File: config.mk
export PLATFORM = sky130hd
export DESIGN_NAME = multicycle_uc_param_flat
export DESIGN_NICKNAME = d
export VERILOG_FILES = /design/src/rtl/multicycle_uc_param_if.sv /design/src/rtl/multicycle_uc_param.sv /design/src/flat_wrapper.sv
export SDC_FILE = /design/constraint.sdc
export NUM_CORES = 1
export LEC_CHECK = 0
export ABC_AREA = 1
export ABC_CLOCK_PERIOD_IN_PS = 3000
export CORE_MARGIN = 5
export CORE_UTILIZATION = 54
export CTS_CLUSTER_DIAMETER = 80
export DETAILED_ROUTE_END_ITERATION = 8
export PLACE_DENSITY_LB_ADDON = 0.3
export SLEW_MARGIN = 0
export SYNTH_ARGS = -nofsm -noshare
export SYNTH_HDL_FRONTEND = slang
export SYNTH_SLANG_ARGS = --single-unit
export TNS_END_PERCENT = 10
File: constraint.sdc
create_clock -name clk -period 3 [get_ports clk]
set_input_delay 0.45 -clock clk [delete_from_list [all_inputs] [get_ports clk]]
set_output_delay 0.45 -clock clk [all_outputs]
set_load 0.02 [all_outputs]
File: src/rtl/multicycle_uc_param_if.sv
// Control-unit <-> datapath bundle: IR opcode, ALU zero flag and memory ready
// flow into the control unit; mux selects, ALU op, write enables, the retire
// pulse, the trap flag and the retired-instruction count flow back out.
// master = control unit, slave = datapath side.
interface multicycle_uc_param_if #(
  parameter int CNT_W = 32
);
  logic [6:0]       opcode;
  logic             zero;
  logic             mem_ready;
  logic [3:0]       state_reg;
  logic [1:0]       aluop;
  logic             Mux1;
  logic [1:0]       Mux2;
  logic             Mux3;
  logic             Mux4;
  logic             Mux5;
  logic             weMem;
  logic             weReg;
  logic             weIR;
  logic             wePc;
  logic             instr_done;
  logic             illegal;
  logic [CNT_W-1:0] instret;

  modport master (
    input  opcode, zero, mem_ready,
    output state_reg, aluop, Mux1, Mux2, Mux3, Mux4, Mux5,
           weMem, weReg, weIR, wePc, instr_done, illegal, instret
  );

  modport slave (
    output opcode, zero, mem_ready,
    input  state_reg, aluop, Mux1, Mux2, Mux3, Mux4, Mux5,
           weMem, weReg, weIR, wePc, instr_done, illegal, instret
  );
endinterface

File: src/rtl/multicycle_uc_param.sv
// Purpose: multicycle RV32-subset control unit (R/I ALU ops, LW, SW, BEQ, illegal-opcode trap).
// Latency: R/I 4 cycles, LW 5, SW 4, BEQ 3; each memory state adds MEM_WAIT cycles.
// Backpressure: memory states hold until the wait count expires and, if enabled, mem_ready=1.
// Ports: clk, reset (sync, active-high); bus (master): opcode/zero/mem_ready in,
//        state_reg, aluop, Mux1..Mux5, weMem/weReg/weIR/wePc, instr_done, illegal, instret out.
module multicycle_uc_param #(
  parameter int MEM_WAIT      = 0,
  parameter int USE_MEM_READY = 0,
  parameter int CNT_W         = 32
) (
  input  logic                         clk,
  input  logic                         reset,
  multicycle_uc_param_if.master        bus
);

  typedef enum logic [3:0] {
    FETCH     = 4'd0,
    DECODE    = 4'd1,
    EXEC_R    = 4'd2,
    EXEC_I    = 4'd3,
    MEM_ADDR  = 4'd4,
    MEM_READ  = 4'd5,
    MEM_WRITE = 4'd6,
    MEM_WB    = 4'd7,
    ALU_WB    = 4'd8,
    BRANCH    = 4'd9,
    TRAP      = 4'd15
  } state_t;

  localparam logic [6:0] OP_R   = 7'b0110011;
  localparam logic [6:0] OP_I   = 7'b0010011;
  localparam logic [6:0] OP_LW  = 7'b0000011;
  localparam logic [6:0] OP_SW  = 7'b0100011;
  localparam logic [6:0] OP_BEQ = 7'b1100011;

  localparam logic [3:0] WAIT_LIM = 4'(MEM_WAIT);
  localparam bit         READY_EN = (USE_MEM_READY != 0);

  state_t           state;
  logic [3:0]       wcnt;
  logic             illegalQ;
  logic [CNT_W-1:0] instretQ;

  logic             isMem;
  logic             go;

  logic [1:0]       aluopC;
  logic             mux1C;
  logic [1:0]       mux2C;
  logic             mux3C;
  logic             mux4C;
  logic             mux5C;
  logic             weMemC;
  logic             weRegC;
  logic             weIRC;
  logic             wePcC;
  logic             doneC;

  assign isMem = (state == FETCH) || (state == MEM_READ) || (state == MEM_WRITE);

  // A memory state may only advance once its wait count has saturated; the
  // ready handshake is only looked at after that, so an early ready is ignored.
  assign go = (wcnt == WAIT_LIM) && (!READY_EN || bus.mem_ready);

  // Output decode: Moore in state, with memory-state enables gated by go and
  // the branch PC write gated by the ALU zero flag. Reset forces everything low.
  always_comb begin
    aluopC = 2'b00;
    mux1C  = 1'b0;
    mux2C  = 2'b00;
    mux3C  = 1'b0;
    mux4C  = 1'b0;
    mux5C  = 1'b0;
    weMemC = 1'b0;
    weRegC = 1'b0;
    weIRC  = 1'b0;
    wePcC  = 1'b0;
    doneC  = 1'b0;
    if (!reset) begin
      case (state)
        FETCH: begin
          mux2C = 2'b01;
          weIRC = go;
          wePcC = go;
        end
        DECODE: begin
          // ALUOut <= PC + imm, kept as the branch target
          mux2C = 2'b10;
        end
        EXEC_R: begin
          mux3C  = 1'b1;
          aluopC = 2'b10;
        end
        EXEC_I: begin
          mux3C  = 1'b1;
          mux2C  = 2'b10;
          aluopC = 2'b10;
        end
        MEM_ADDR: begin
          mux3C = 1'b1;
          mux2C = 2'b10;
        end
        MEM_READ: begin
          mux1C = 1'b1;
        end
        MEM_WRITE: begin
          mux1C  = 1'b1;
          weMemC = go;
          doneC  = go;
        end
        MEM_WB: begin
          mux4C  = 1'b1;
          weRegC = 1'b1;
          doneC  = 1'b1;
        end
        ALU_WB: begin
          weRegC = 1'b1;
          doneC  = 1'b1;
        end
        BRANCH: begin
          mux3C  = 1'b1;
          aluopC = 2'b01;
          mux5C  = 1'b1;
          wePcC  = bus.zero;
          doneC  = 1'b1;
        end
        default: ;
      endcase
    end
  end

  always_ff @(posedge clk) begin
    if (reset) begin
      state    <= FETCH;
      wcnt     <= 4'd0;
      instretQ <= '0;
      illegalQ <= 1'b0;
    end else begin
      if (doneC) begin
        instretQ <= instretQ + CNT_W'(1);
      end

      // Wait counter saturates at the limit while stalled on ready, and is
      // cleared on the cycle the memory state is left.
      if (isMem && !go) begin
        if (wcnt != WAIT_LIM) begin
          wcnt <= wcnt + 4'd1;
        end
      end else begin
        wcnt <= 4'd0;
      end

      case (state)
        FETCH: begin
          if (go) state <= DECODE;
        end
        DECODE: begin
          case (bus.opcode)
            OP_R:          state <= EXEC_R;
            OP_I:          state <= EXEC_I;
            OP_LW, OP_SW:  state <= MEM_ADDR;
            OP_BEQ:        state <= BRANCH;
            default: begin
              state    <= TRAP;
              illegalQ <= 1'b1;
            end
          endcase
        end
        EXEC_R, EXEC_I: state <= ALU_WB;
        MEM_ADDR:       state <= (bus.opcode == OP_LW) ? MEM_READ : MEM_WRITE;
        MEM_READ: begin
          if (go) state <= MEM_WB;
        end
        MEM_WRITE: begin
          if (go) state <= FETCH;
        end
        MEM_WB, ALU_WB, BRANCH: state <= FETCH;
        TRAP: begin
          state    <= TRAP;
          illegalQ <= 1'b1;
        end
        // unused encodings are treated as a trap
        default: begin
          state    <= TRAP;
          illegalQ <= 1'b1;
        end
      endcase
    end
  end

  assign bus.state_reg  = state;
  assign bus.aluop      = aluopC;
  assign bus.Mux1       = mux1C;
  assign bus.Mux2       = mux2C;
  assign bus.Mux3       = mux3C;
  assign bus.Mux4       = mux4C;
  assign bus.Mux5       = mux5C;
  assign bus.weMem      = weMemC;
  assign bus.weReg      = weRegC;
  assign bus.weIR       = weIRC;
  assign bus.wePc       = wePcC;
  assign bus.instr_done = doneC;
  assign bus.illegal    = illegalQ;
  assign bus.instret    = instretQ;

endmodule

File: src/flat_wrapper.sv
// flat-port wrapper written by rule: the top's interface ports become plain ports
module multicycle_uc_param_flat 
#(
  parameter int MEM_WAIT      = 0,
  parameter int USE_MEM_READY = 0,
  parameter int CNT_W         = 32
)
  (clk, reset, bus_opcode, bus_zero, bus_mem_ready, bus_state_reg, bus_aluop, bus_Mux1, bus_Mux2, bus_Mux3, bus_Mux4, bus_Mux5, bus_weMem, bus_weReg, bus_weIR, bus_wePc, bus_instr_done, bus_illegal, bus_instret);
  multicycle_uc_param_if #(.CNT_W(CNT_W)) bus_i ();
  input  logic clk;
  input  logic reset;
  input wire logic [$bits(bus_i.opcode)-1:0] bus_opcode;
  input wire logic [$bits(bus_i.zero)-1:0] bus_zero;
  input wire logic [$bits(bus_i.mem_ready)-1:0] bus_mem_ready;
  output wire logic [$bits(bus_i.state_reg)-1:0] bus_state_reg;
  output wire logic [$bits(bus_i.aluop)-1:0] bus_aluop;
  output wire logic [$bits(bus_i.Mux1)-1:0] bus_Mux1;
  output wire logic [$bits(bus_i.Mux2)-1:0] bus_Mux2;
  output wire logic [$bits(bus_i.Mux3)-1:0] bus_Mux3;
  output wire logic [$bits(bus_i.Mux4)-1:0] bus_Mux4;
  output wire logic [$bits(bus_i.Mux5)-1:0] bus_Mux5;
  output wire logic [$bits(bus_i.weMem)-1:0] bus_weMem;
  output wire logic [$bits(bus_i.weReg)-1:0] bus_weReg;
  output wire logic [$bits(bus_i.weIR)-1:0] bus_weIR;
  output wire logic [$bits(bus_i.wePc)-1:0] bus_wePc;
  output wire logic [$bits(bus_i.instr_done)-1:0] bus_instr_done;
  output wire logic [$bits(bus_i.illegal)-1:0] bus_illegal;
  output wire logic [$bits(bus_i.instret)-1:0] bus_instret;
  assign bus_i.opcode = bus_opcode;
  assign bus_i.zero = bus_zero;
  assign bus_i.mem_ready = bus_mem_ready;
  assign bus_state_reg = bus_i.state_reg;
  assign bus_aluop = bus_i.aluop;
  assign bus_Mux1 = bus_i.Mux1;
  assign bus_Mux2 = bus_i.Mux2;
  assign bus_Mux3 = bus_i.Mux3;
  assign bus_Mux4 = bus_i.Mux4;
  assign bus_Mux5 = bus_i.Mux5;
  assign bus_weMem = bus_i.weMem;
  assign bus_weReg = bus_i.weReg;
  assign bus_weIR = bus_i.weIR;
  assign bus_wePc = bus_i.wePc;
  assign bus_instr_done = bus_i.instr_done;
  assign bus_illegal = bus_i.illegal;
  assign bus_instret = bus_i.instret;
  multicycle_uc_param #(.MEM_WAIT(MEM_WAIT), .USE_MEM_READY(USE_MEM_READY), .CNT_W(CNT_W)) u_core (.clk(clk), .reset(reset), .bus(bus_i));
endmodule
==> results.txt, run 1 <==
CTS root buf: clkbuf_8
die area: 6196 um2
most frequent cell after synthesis: nand2_1
cells taking the most area after synthesis: dfxtp_1, nand2_1, nor2_1, inv_1, nand3_1
Worst VDD drop: 457.4 uV
minimum clock period: 2.496 ns
Die H: 78.72 um
Clock Latency Late Sink: 0.29 ns
clock slew at reported path FFs: 0.08 ns
Post-Route WL: 6747 um
Slew @ Worst Pin: 0.5418 ns
top cell type's share of synthesized area: 32.19%
Slew Limit Fails: 0
Cell Rows: 25
vias in the first global route: 2647
Ports: 61
final setup TNS: 0 ns
Synth area leader: dfxtp_1
DR pass1 iterations: 5
layout cells sized above 1: 4.242%
final setup fails: 0
H-tree levels: 2
nets@finish: 508
final hold vios: 0
vias: 2863
FMAX: 400.6 MHz
post-CTS setup buffer count: 0
ANT cells: 0
synth warn: 0
Pleak: 1.271 nW
Syn Std Cell Area: 2550 um2
Clock Path Buffers: 2
CTS tree: built
Die W: 78.72 um
Synth Instances: 433
critical path class: reg2out
first-pass GRT wire length: 11740 um
Total GRT Usage: 23.34%
Seq cells post-synth: 41
CP required: 2.55 ns
Min-Delay Path Class: reg2reg
clock sinks: 41
residual DRC count: 0
RSZ-0062 raised after global routing: no
max FFs per register: 32
total CTS buffers: 5
largest net degree at the start of global routing: 33
critical path fanouts, max: 6
drt via density: 5.215
Starting DRT DRC Count: 249
max_cap viols: 0
Layout Utilization: 71.03%
Post-Syn Nets: 447
DR WL/cell: 12.29 um
# hold bufs at CTS: 0
CP Launch Type: flop
status: finished, final reports clean
Netlist cell types: 25
global placement routability congestion: 0.9233
Synth Flop Type: dfxtp_1
DP Area: 3194 um2
port bufs: 59
Antenna Nets Post-Route: 0
Layout area overhead: 29.83%
post-route cell area: 3311 um2
synthesized area per cell: 5.889 um2
Crit. End Element: output port
EDFF count, synth: 0
asr flop ratio synth: 0%
sequential-to-total area share from yosys stat: 32.19%
power per cell area: 583.5 nW/um2
Initial Utilization: 54.71%
CP arrival: 2.05 ns
cts repair resizes: 0
slew margin rel.: 63.60%
fin crit share: 83.21%
most frequent cells after synthesis: nand2_1, nor2_1, inv_1, dfxtp_1, nand3_1
initial antenna violation count: 0
Final Skew: 0.007738 ns
global route overflow: 0
Core ar.: 4661 um2
hpwl dp: 5158 um
cell type report:
class                   instances  area, um2
inverters                      55      206.4
clock inverters                 1      30.03
well taps                      54      67.56
fillers                       407       1350
clock buffers                   7      86.33
flip-flops and latches         41      820.8
repair buffers                 62      625.6
multi-input cells             329       1474
path summary, 6_finish.rpt:
kind	start	endpoint	slack [ns]	cells after the start
worst max-delay path	u_core.bus.state_reg[2]	bus_Mux3	0.50	5
worst min-delay path	u_core.bus.illegal	u_core.bus.illegal	0.46	2
worst max register to register	u_core.wcnt[0]	u_core.bus.instret[5]	1.11	10
worst min register to register	u_core.bus.illegal	u_core.bus.illegal	0.46	2
kinds of logic after synthesis:
group,count (synthesis),synth area share [%]
simple gates,283,46.22
compound gates,35,7.360
xor+xnor,8,2.748
buf+inv,63,10.01
fa+ha+maj,3,1.472
flops,41,32.19
per-layer routing:
layer | GRT usage [%] | vias to the layer above | share of wire [%]
met4 | 6.818 | 0 | 1.1
li1 | - | 1473 | -
met3 | 3.855 | 8 | 6.1
met2 | 39.90 | 94 | 49
met5 | 0 | - | 0
met1 | 30.16 | 1288 | 44
where the power goes:
| group | internal, mW | leakage (nW) | total [mW] | switching [mW] |
|---|---|---|---|---|
| Sequential | 0.590 | 0.332 | 0.654 | 0.0646 |
| Combinational | 0.305 | 0.881 | 0.813 | 0.507 |
| Clock | 0.271 | 0.0585 | 0.465 | 0.193 |
| Total | 1.17 | 1.27 | 1.93 | 0.765 |
critical path, stage by stage, from the launching register on:
cell             delay, ns
dfxtp_1               0.43
nand2_1               0.14
nor2_1                0.29
inv_1                 0.10
a31oi_1               0.17
clkdlybuf4s50_1       0.62
placed cells by master (no fill, tap or decap), drive strengths merged:
cell and n:
a31o 1, buf 3, xor2 3, a21oi 19
and3 1, nor2 109, nand2 127, o211ai 2
ha 3, nand3 24, xnor2 5, a31oi 3
nand3b 1, nor3 9, inv 55, clkdlybuf4s50 59
nand4 12, bufinv 1, dfxtp 41, clkbuf 7
o21ai 10
stage by stage:
step	power, mW	hold slack (ns)	cells	worst slack [ns]
after floorplan	1.185	0.4297	433	1.115
final	1.932	0.4565	549	0.5036
after global routing	2.051	0.4851	549	0.3308
after CTS	1.943	0.4579	549	0.5026
after global placement	1.465	0.4374	541	0.5586
after detailed placement	1.475	0.4453	541	0.5480
Power figures use the tool's default switching activity.
==> run 2: changes to the inputs <==
- ABC_CLOCK_PERIOD_IN_PS: 3000 -> 2400
- CORE_UTILIZATION: 54 -> 50
- clock period: 3 -> 2.4 ns (I/O delays scaled with it)
==> run 2 against run 1 <==
  * Hold slack better by 0.0076 ns
  * Sequential power increased by 25%
  * Clock-buffer cell count shrank 2
  * Register-to-register slack got worse by 0.57 ns
  * Combinational power up 27%
  * Via count is 0.87% higher
  * Largest power group unchanged
  * Die area rose by 7.0%
  * Sequential share of layout area is 0.11 points lower
  * Flip-flop and latch count unchanged
==> results.txt, run 2 (synthesized netlist as in run 1, its figures left out) <==
status: finished, final reports clean
max_cap viols: 0
terminus of the critical flop-to-flop path: u_core.bus.instret[22]
CP arrival: 1.91 ns
critical path fanouts, max: 6
Pleak: 1.407 nW
Crit. Startpoint: u_core.bus.state_reg[2]
Min-Delay Path Class: reg2reg
vias: 2888
Worst path max stage delay: 0.62 ns
global route overflow: 0
critical path depth: 5
layout cells sized above 1: 5.634%
initial antenna violation count: 0
# fillers: 467
Layout area overhead: 30.62%
Top delay family on crit path: buffers and inverters
H-tree levels: 2
power per cell area: 683.2 nW/um2
final hold vios: 0
# hold bufs at CTS: 0
Final Skew: 0.007808 ns
RSZ-0062 raised after global routing: no
die area: 6628 um2
Starting DRT DRC Count: 205
Slew Limit Fails: 0
global placement routability congestion: 0.9482
Ports: 61
area of the multi-input gates: 1479 um2
drt via density: 5.093
Worst VDD drop: 666.7 uV
minimum clock period: 2.271 ns
vias in the first global route: 2624
hpwl dp: 5341 um
max FFs per register: 32
Slowest cell on crit path: clkdlybuf4s50_1
Antenna Nets Post-Route: 0
clock slew at reported path FFs: 0.07 ns
Slew @ Worst Pin: 0.5201 ns
CTS root buf: clkbuf_8
fin crit share: 94.62%
port bufs: 59
largest net degree at the start of global routing: 24
R2R Path Start: u_core.bus.instret[1]
CP required: 2.04 ns
final hold slack: 0.4641 ns
Worst Setup EP: bus_Mux2[1]
Clock Path Buffers: 2
Crit. End Element: output port
nets@finish: 512
ANT cells: 0
Total GRT Usage: 22.09%
R2R depth: 8
CP Launch Type: flop
total area of sequential cells: 822.0 um2
DR pass1 iterations: 5
critical path class: reg2out
residual DRC count: 0
most common cell after layout, fill and taps aside: nand2_1
clock sinks: 41
Die W: 81.42 um
Core ar.: 5042 um2
Die H: 81.42 um
first-pass GRT wire length: 11600 um
most frequent cells in the layout: nand2_1, nor2_1, inv_1
CP cell instances: nand2_1, nor2_2, inv_1, a21oi_1, clkdlybuf4s50_1
total power: 2.276 mW
Cell Rows: 26
total CTS buffers: 5
FMAX: 440.4 MHz
slew margin rel.: 65.06%
final setup fails: 0
DR WL/cell: 12.19 um
reg2reg setup slack: 0.54 ns
Clock Latency Late Sink: 0.30 ns
CTS tree: built
Post-Route WL: 6910 um
Initial Utilization: 50.57%
Worst Path Buf+Inv: 2
-- run 2: cell count changes in the layout (fill, tap and decap cells not counted), sizes merged --
cell and delta:
buf +4, bufinv -1, clkbuf -2, clkdlybuf4s50 -9, clkinv +1, dlygate4sd2 +1
dlymetal6s2s +8
-- run 2: worst reg2reg max path: stages, from the launching register on --
cell and delay, ns:
dfxtp_1 0.40, ha_1 0.20, nand3_1 0.14, nor2_2 0.22, nand3b_1 0.16, nor2_2 0.28
nand2_1 0.13, o21ai_0 0.17, nor2_1 0.05
-- run 2: how the worst min path moves through the flow --
stage | start | endpoint | slack, ns | cells after the start
after global placement | u_core.wcnt[0] | u_core.wcnt[0] | 0.44 | 1
after CTS | u_core.wcnt[0] | u_core.wcnt[0] | 0.46 | 1
after detailed placement | u_core.wcnt[0] | u_core.wcnt[0] | 0.45 | 1
after floorplan | u_core.wcnt[0] | u_core.wcnt[0] | 0.43 | 1
final | u_core.wcnt[0] | u_core.wcnt[0] | 0.46 | 1
after global routing | u_core.bus.illegal | u_core.bus.illegal | 0.50 | 2
-- run 2: metrics by stage --
step | TNS [ns] | worst slack (ns) | area [um2] | utilization [%] | instances
after CTS | -0.01459 | -0.01459 | 3289 | 65.24 | 565
after detailed placement | 0 | 0.1412 | 3217 | 63.80 | 559
final | 0 | 0.1292 | 3331 | 66.05 | 567
after global routing | 0 | 0.02209 | 3331 | 66.05 | 567
after floorplan | 0 | 0.6050 | 2550 | - | 433
after global placement | 0 | 0.1735 | 3217 | 63.80 | 559
-- run 2: metal layers --
layer | global-route usage (%) | routed length, um | vias up
met2 | 38.11 | 3316 | 86
met1 | 28.24 | 3013 | 1315
met4 | 7.432 | 121 | 0
li1 | - | - | 1478
met5 | 0 | 0 | -
met3 | 2.961 | 460 | 9
-- run 2: area by class of cell --
type	count	area share, %
Inverter	55	6.198
Timing Repair Buffer	66	19.87
Tap cell	70	2.630
Clock buffer	5	2.066
Sequential cell	41	24.68
Multi-Input combinational cell	329	44.40
Clock inverter	1	0.1503
-- run 2: timing repair --
item,4_1_cts,5_1_grt
endpoints found under the hold margin,0,0
buffers inserted,0,2
gates resized for setup,1,12
pin swaps,0,1
setup endpoints to repair,2,9
-- run 2: where the power goes --
group          internal [mW]  switching (mW)
clock network          0.191           0.235
registers              0.739          0.0800
logic                  0.393           0.638
